<file path="src/rtl/snn_pkg.sv">
// Shared definitions for the Layer-1 -> Layer-2 spike path: default
// array geometry and the transmitter state encoding.
package snn_pkg;

   localparam int N_NEURONS_DEF = 16;
   localparam int ADDR_W_DEF    = 4;

   typedef enum logic [1:0] {
      IDLE = 2'd0,
      EMIT = 2'd1,
      EOT  = 2'd2
   } tx_state_t;

endpackage

</file>
<file path="src/rtl/lsb_prio_enc.sv">
// Lowest-set-bit priority encoder. Returns the index of the lowest set
// bit of vec_i and flags an all-zero input on none_o. Purely combinational.
module lsb_prio_enc #(
   parameter int N_NEURONS = 16,
   parameter int ADDR_W    = 4
) (
   input  logic [N_NEURONS-1:0] vec_i,
   output logic [ADDR_W-1:0]    idx_o,
   output logic                 none_o
);

   // Scan from the top down so the lowest set bit is the last one written.
   always_comb begin
      idx_o  = '0;
      none_o = 1'b1;
      for (int i = N_NEURONS - 1; i >= 0; i--) begin
         if (vec_i[i]) begin
            idx_o  = ADDR_W'(i);
            none_o = 1'b0;
         end
      end
   end

endmodule

</file>
<file path="src/rtl/spike_tx.sv">
// Spike event transmitter. Captures one spike vector per timestep and
// serialises it into per-neuron events (lowest index first), followed by
// one leak-only token that closes the step.
// Optional feature: define SPIKE_TX_COUNT_EN to add the spk_count output,
// which reports the number of spike events of the last completed step.
module spike_tx
   import snn_pkg::*;
#(
   parameter int N_NEURONS = N_NEURONS_DEF,
   parameter int ADDR_W    = ADDR_W_DEF
) (
   input  logic                 clk,
   input  logic                 rst,
   input  logic [N_NEURONS-1:0] spk_vec,
   input  logic                 vec_valid,
   output logic                 vec_ready,
   output logic                 ev_valid,
   input  logic                 ev_ready,
   output logic [ADDR_W-1:0]    ev_addr,
   output logic                 ev_last,
   output logic                 spk,
   output logic                 pul
`ifdef SPIKE_TX_COUNT_EN
   ,
   output logic [ADDR_W:0]      spk_count
`endif
);

   tx_state_t              state_q, state_d;
   logic [N_NEURONS-1:0]   pend_q, pend_d;
   logic                   vec_ready_q, vec_ready_d;
   logic                   ev_valid_q, ev_valid_d;
   logic                   spk_q, spk_d;
   logic                   last_q, last_d;
   logic [ADDR_W-1:0]      enc_idx;
   logic                   enc_none;

   lsb_prio_enc #(
      .N_NEURONS (N_NEURONS),
      .ADDR_W    (ADDR_W)
   ) u_enc (
      .vec_i  (pend_q),
      .idx_o  (enc_idx),
      .none_o (enc_none)
   );

   // Next-state logic; output flags are derived from the next state so they
   // can be registered alongside it. Bits are cleared lowest-first by the
   // x & (x-1) idiom, which matches the encoder's choice of index.
   always_comb begin
      state_d = state_q;
      pend_d  = pend_q;
      case (state_q)
         IDLE: begin
            if (vec_valid) begin
               pend_d  = spk_vec;
               state_d = (spk_vec == '0) ? EOT : EMIT;
            end
         end
         EMIT: begin
            if (ev_ready) begin
               pend_d  = pend_q & (pend_q - N_NEURONS'(1));
               state_d = (pend_d == '0) ? EOT : EMIT;
            end
         end
         EOT: begin
            if (ev_ready) begin
               state_d = IDLE;
            end
         end
         default: begin
            state_d = IDLE;
            pend_d  = '0;
         end
      endcase
      vec_ready_d = (state_d == IDLE);
      ev_valid_d  = (state_d != IDLE);
      spk_d       = (state_d == EMIT);
      last_d      = (state_d == EOT);
   end

   // FSM state, pending vector and registered output flags.
   always_ff @(posedge clk or negedge rst) begin
      if (!rst) begin
         state_q     <= IDLE;
         pend_q      <= '0;
         vec_ready_q <= 1'b1;
         ev_valid_q  <= 1'b0;
         spk_q       <= 1'b0;
         last_q      <= 1'b0;
      end else begin
         state_q     <= state_d;
         pend_q      <= pend_d;
         vec_ready_q <= vec_ready_d;
         ev_valid_q  <= ev_valid_d;
         spk_q       <= spk_d;
         last_q      <= last_d;
      end
   end

   assign vec_ready = vec_ready_q;
   assign ev_valid  = ev_valid_q;
   assign spk       = spk_q;
   assign ev_last   = last_q;
   // Address is only meaningful on spike events; the leak token carries 0.
   assign ev_addr   = (spk_q && !enc_none) ? enc_idx : '0;
   // Strobe is deliberately unregistered so it coincides with the handshake.
   assign pul       = ev_valid_q && ev_ready;

`ifdef SPIKE_TX_COUNT_EN
   logic [ADDR_W:0] cnt_q;
   logic [ADDR_W:0] count_q;

   // Per-step spike counter; published on the token handshake and held.
   always_ff @(posedge clk or negedge rst) begin
      if (!rst) begin
         cnt_q   <= '0;
         count_q <= '0;
      end else begin
         if (state_q == IDLE && vec_valid) begin
            cnt_q <= '0;
         end else if (state_q == EMIT && ev_ready) begin
            cnt_q <= cnt_q + (ADDR_W+1)'(1);
         end
         if (state_q == EOT && ev_ready) begin
            count_q <= cnt_q;
         end
      end
   end

   assign spk_count = count_q;
`endif

endmodule

</file>
<file path="config.mk">
export PLATFORM = sky130hd
export DESIGN_NAME = spike_tx
export DESIGN_NICKNAME = d
export VERILOG_FILES = /design/src/rtl/snn_pkg.sv /design/src/rtl/lsb_prio_enc.sv /design/src/rtl/spike_tx.sv
export SDC_FILE = /design/constraint.sdc
export NUM_CORES = 1
export LEC_CHECK = 0
export BUFFER_PORTS_ARGS = -buffer_cell sky130_fd_sc_hd__buf_4
export CELL_PAD_IN_SITES_DETAIL_PLACEMENT = 0
export CELL_PAD_IN_SITES_GLOBAL_PLACEMENT = 1
export CORE_MARGIN = 1.5
export CORE_UTILIZATION = 37
export DETAILED_ROUTE_END_ITERATION = 6
export GPL_TIMING_DRIVEN = 0
export PLACE_DENSITY_LB_ADDON = 0.1
export SYNTH_ARGS = -nofsm -noshare
export SYNTH_HDL_FRONTEND = slang
export SYNTH_SLANG_ARGS = --single-unit
</file>
<file path="constraint.sdc">
create_clock -name clk -period 1.9 [get_ports clk]
set_clock_uncertainty 0.1 [all_clocks]
set_input_delay 0.19 -clock clk [delete_from_list [all_inputs] [get_ports clk]]
set_output_delay 0.19 -clock clk [all_outputs]
set_load 0.01 [all_outputs]
</file>
Word-level counts from Yosys, hierarchy flattened
Cells that the tools add are included.
{"block": "totals", "romBits": 0, "output_inout_bits": 9, "mem_count": 0, "word_cells": 66, "latchBits": 0, "ff_bits": 22, "in_bits": 20, "ram_bits": 0}
{"block": "op_classes", "eq_ne": 6, "reduce_logical": 9, "bitwise": 2, "order_cmp": 0, "multipliers": 0, "n_mux": 42, "div_mod_pow": 0, "n_shift": 0, "add_sub_neg": 1}
{"op": "4-bit two-way mux", "count": 17}
{"op": "16-bit one-hot mux with 3 select lines", "count": 1}
{"op": "16-bit zero test", "count": 2}
{"op": "16-bit two-way mux", "count": 2}
{"op": "16-bit AND", "count": 1}
{"op": "1-bit two-way mux", "count": 16}
{"op": "16-bit by 1-bit subtractor with 16-bit output, second input constant", "count": 1}
{"op": "2-bit two-way mux", "count": 5}
{"op": "2-bit one-hot mux with 3 select lines", "count": 1}
{"op": "2-bit by 1-bit equality test with 1-bit output, second input constant", "count": 2}
{"op": "2-bit equality test, second input constant", "count": 2}
{"op": "2-bit zero test", "count": 2}
{"op": "2-bit inequality test, second input constant", "count": 2}
{"op": "3-bit AND reduction", "count": 1}
{"op": "1-bit logical AND", "count": 2}
{"op": "2-bit nonzero test", "count": 1}
{"op": "1-bit zero test", "count": 1}
{"op": "1-bit NOT", "count": 1}

Longest topological paths before layout
{"block": "logic_depth", "depth_word": 19, "mapped_depth": 7, "mapped_depth_nobuf": 5}

Modules after synthesis
Synthesis repeated with hierarchy kept, for this count alone.
{"block": "hier_totals", "hier_cells": 181, "hier_area_um2": 1514.0}
{"module": "spike_tx", "area_each_um2": 1322.5, "n_inst": 1, "cells_per_inst": 148, "seq_area_each_um2": 551.8}
{"module": "lsb_prio_enc", "area_each_um2": 191.4, "n_inst": 1, "cells_per_inst": 33, "seq_area_each_um2": 0.0}

Worst setup path after synthesis
OpenSTA, ideal clock, no wires.
{"block": "synth_timing", "path_kind": "flip-flop to flip-flop", "start": "register pend_q[2]", "end": "register pend_q[15]", "t_required_ns": 1.664, "path_stages_with_launch": 8, "period_less_slack_ns": 1.937, "n_path_buf": 2, "setup_time_ns": 0.136, "arrival_ns": 1.701, "path_slack_ns": -0.037, "path_cell_list": "dfrtp_1 > buf_6 > nor4_4 > buf_6 > nand3_2 > or4_1 > a32oi_1 > o22ai_1"}
{"block": "synth_via", "elab_chain_len": 4}
{"element": "start: declaration", "line": "spike_tx.sv:30", "rtl": "logic [N_NEURONS-1:0] pend_q, pend_d;"}
{"element": "start signal: assignment", "line": "spike_tx.sv:93", "rtl": "pend_q <= pend_d;"}
{"element": "16-bit by 1-bit subtractor with 16-bit output", "line": "spike_tx.sv:62", "rtl": "pend_d = pend_q & (pend_q - N_NEURONS'(1));"}
{"element": "16-bit AND", "line": "spike_tx.sv:62"}
{"element": "16-bit two-way mux", "line": "spike_tx.sv:61", "rtl": "if (ev_ready) begin"}
{"element": "16-bit one-hot mux with 3 select lines", "line": "spike_tx.sv:53", "rtl": "case (state_q)"}
No other way between the ends. The select of a mux whose other input is x is not followed.
A chain may end at the register's enable or synchronous reset.

Worst setup path after layout
{"block": "layout_timing", "start": "register pend_q[1]", "end": "output port ev_addr[0]"}
{"block": "layout_via", "elab_chain_len": 5, "word_cells_on_any_way": 7, "classes_between": "mux (5); reduce/logical (2)"}
{"element": "1-bit two-way mux (2 in series)", "line": "lsb_prio_enc.sv:17", "rtl": "if (vec_i[i]) begin"}
{"element": "1-bit zero test", "line": "spike_tx.sv:106", "rtl": "assign ev_addr = (spk_q && !enc_none) ? enc_idx : '0;"}
{"element": "1-bit logical AND", "line": "spike_tx.sv:106"}
{"element": "4-bit two-way mux *", "line": "spike_tx.sv:106"}
{"element": "end: declaration", "line": "spike_tx.sv:19", "rtl": "output logic [ADDR_W-1:0] ev_addr,"}
Mark *: on every way between the ends. The rest lies on a longest branch, timed or not.

==> qor.yml <==
status: "finished with violations"
failed_checks: "setup timing"
max_cap_viol_count: 0
first_iter_violations: 83
finalMaxSlewViolations: 0
p_leak_nw: 0.971
min_period_ns: 2.11
grt_pass1_wl_mm: 7.60
syn_area_um2: 1520
grt_max_degree: 23
rsz0062_at_grt: "yes"
crit_path_start: "pend_q[1]$_DFFE_PN0P_"
viasPerCell: 5.59
drtAntennaViolNets: 0
pre_cts_slack_ns: -0.233
synth_area_leaders: "dfrtp_1 (34%), a22o_1 (8.0%), o21ai_0 (6.6%)"
path_class: "reg -> out"
die_h_um: 67.2
grt_overflow_total: 0
synth_seq_area_share: 0.362
total_power_mw: 4.43
r2r-start: "pend_q[2]$_DFFE_PN0P_"
synth_edf_count: 0
die_w_um: 67.2
drc_errors: 0
grt_pass1_vias: 1522
setup_viol: 9
critical_path_buf_inv_count: 3
rows: 23
cts-root-buf: "clkbuf_8"
p_sw_mw: 2.01
crit_path_end_kind: "output pin"
p_clk_frac: 0.077
cp_top_family: "simple AND/OR/NAND/NOR gates"
pwr-share-comb: 0.719
hpwlAfterDp_mm: 3.24
max_slew_margin: 0.716
place_area_um2: 1810
diodes: 0
io_pins: 29
cp.required_ns: 1.61
cts_sinks: 22
num_vias: 1548
setup_ws_ns: -0.208
synthFlopType: "dfrtp_1"
finalNonFillerCells: 277
core-area_um2: 3970
async_reset_ff_frac: 1.00
hold_viol_final: 0
cp.arrival_ns: 1.82
yosysWarnings: 0
ir_worst_vdd_mv: 0.832
post_drt_wl_per_cell_um: 17.3
hold_class: "in -> reg"
drive_gt1_frac: 0.436
place_inst: 254
crit_chain: "buf_6 -> nor4_4 -> buf_6 -> nand3_4 -> o21ai_4 -> or3_1 -> a21oi_1 -> buf_4"
fin_nets: 248
post-synth-top-area-cell: "dfrtp_1"
min-delay-start: "spk_vec[13]"
start_util: 0.384
syn-num-nets: 196
worst_pin_slew_ns: 0.426
crit_fanout: 9
finalCritPeriodShare: 1.11
globalplace.congestion: 0.841
powerDensity_nw_per_um2: 2030
synthDistinctLibCells: 43
ys_seq_elements: 22
startpoint_type: "flip-flop"
dieArea_um2: 4510
grt_util_all_layers: 0.226
worstSkewPairLatency_ns: 0.27
syn_to_final_growth_pct: 43.1
p_int_mw: 2.42
clk_pin_slew_ns: 0.08
cp_slowest_stage_delay_ns: 0.38
fmax_ghz: 0.474
cts_tree: "done"
crit_top_cell: "buf_6"
wirelength_mm: 4.80
tns_ns: -1.36
pwr-share-seq: 0.204
cts_buffers: 3
portBuffers: 28
htree_levels: 1
p_sw_frac: 0.453
design_area_um2: 2180
postSynthCellCount: 176
synth.avg_cell_area_um2: 8.66
cts_buffer_depth: 2
drtPass1Iterations: 4
yosysTopAreaCellShare: 0.345
antenna_found_initial: 0
critPathSlowestCell: "dfrtp_1"
==> per-stage QoR <==
stage	hold WS, ns	utilization
finish	0.0531	0.549
floorplan	-0.206	-
detailed placement	-0.00483	0.457
CTS	0.0505	0.510
global route	0.0424	0.549
global placement	-0.0110	0.457
==> path summary, 6_finish.rpt <==
| check | endpoint | cells past startpoint | slack, ns |
|---|---|---|---|
| setup reg to reg | ev_last$_DFF_PN0_ | 7 | -0.20 |
| hold reg to reg | pend_q[11]$_DFFE_PN0P_ | 1 | 0.51 |
| min in group asynchronous | pend_q[4]$_DFFE_PN0P_ | 2 | 0.25 |
| setup / recovery | ev_addr[0] | 8 | -0.21 |
| hold / removal | pend_q[13]$_DFFE_PN0P_ | 2 | 0.05 |
| max in group asynchronous | vec_ready$_DFF_PN1_ | 2 | 1.17 |
==> cell families after synthesis <==
logic type               after synthesis  share of synthesized area
buffers and inverters                 27                     0.0903
flip-flops                            22                      0.362
AND/OR/NAND/NOR                       63                      0.240
adder cells (fa/ha/maj)                1                    0.00739
AO/OA/AOI/OAI                         63                      0.300
==> sequential cells by signal, summed over array words and instances, names as in the netlist <==
signal     cells
vec_ready      1
state_q        2
pend_q        16
ev_valid       1
spk            1
ev_last        1
==> power by group through the flow <==
stage	combinational (mW)	clock [mW]	sequential, mW
5_1_grt	3.47	0.369	0.929
6_report	3.18	0.341	0.902
2_1_floorplan	1.74	0	0.770
4_1_cts	2.75	0.346	0.866
3_5_place_dp	2.37	0	0.800
3_3_place_gp	2.34	0	0.800
==> layout by cell type (no fill, tap or decap), types with 2 or more instances in the layout <==
master,count
a2111oi_4,2
a211oi_2,2
a21oi_1,8
a22o_1,14
and3_4,2
buf_2,2
buf_4,48
buf_6,6
clkbuf_1,2
clkbuf_2,3
clkbuf_8,4
dfrtp_1,16
dfrtp_2,5
dlygate4sd3_1,2
inv_1,10
nand2_1,6
nand2b_1,2
nand3_1,3
nand3_4,2
nor2_1,16
nor2_2,3
nor2b_1,2
nor3_1,4
nor4_1,4
nor4_2,2
nor4_4,3
o21ai_0,17
o21ai_1,2
o2bb2ai_1,2
o31ai_1,2
or2_2,2
or3_1,2
or4_1,2
==> synth_stat cells (2+ instances only) <==
library cell  count
nand2_1           7
inv_1            11
nor2_1           19
o22ai_1           2
and3_1            3
or4_1             2
nor2b_1           2
o31ai_1           3
a22o_1           14
nor3_1            6
buf_2             4
nor4_1            6
buf_6             4
o2bb2ai_1         2
nand3_1           4
or3_1             2
nand2b_1          2
or2_2             2
a31oi_1           2
a21oi_1           8
nor4_4            2
clkbuf_1          7
a211oi_1          3
o21ai_0          20
dfrtp_1          21
==> worst reg2reg max path: stages, from the launching register on <==
cell	delay, ns
dfrtp_1	0.38
buf_6	0.13
buf_4	0.13
a2111o_1	0.35
o31a_1	0.15
a2111oi_4	0.38
and4b_1	0.27
o2bb2ai_1	0.13
==> final cells by class <==
type                       count  area [um2]
buffer                        13        96.3
clock buffer                   4        55.1
fill                         376        1790
inverter                      11        43.8
multi-input combinational    127         981
sequential                    22         558
tap                           50        62.6
timing repair buffer          50         384
==> per-layer routing <==
layer,part of all wire,vias up,routed length (um),GRT usage
li1,-,756,-,-
met1,0.43,746,2050,0.298
met2,0.52,42,2470,0.382
met3,0.050,4,242,0.0450
met4,0.0075,0,36,0.0485
met5,0,-,0,0
==> repair_timing <==
item                                    CTS  global route
resized for setup                        20            24
pin swaps                                10             8
hold buffers                              2             0
cloned                                    0             0
hold endpoints to repair                 23             0
endpoints found under the setup margin   16            20
setup buffers                            12             8
Power figures use the tool's default switching activity.
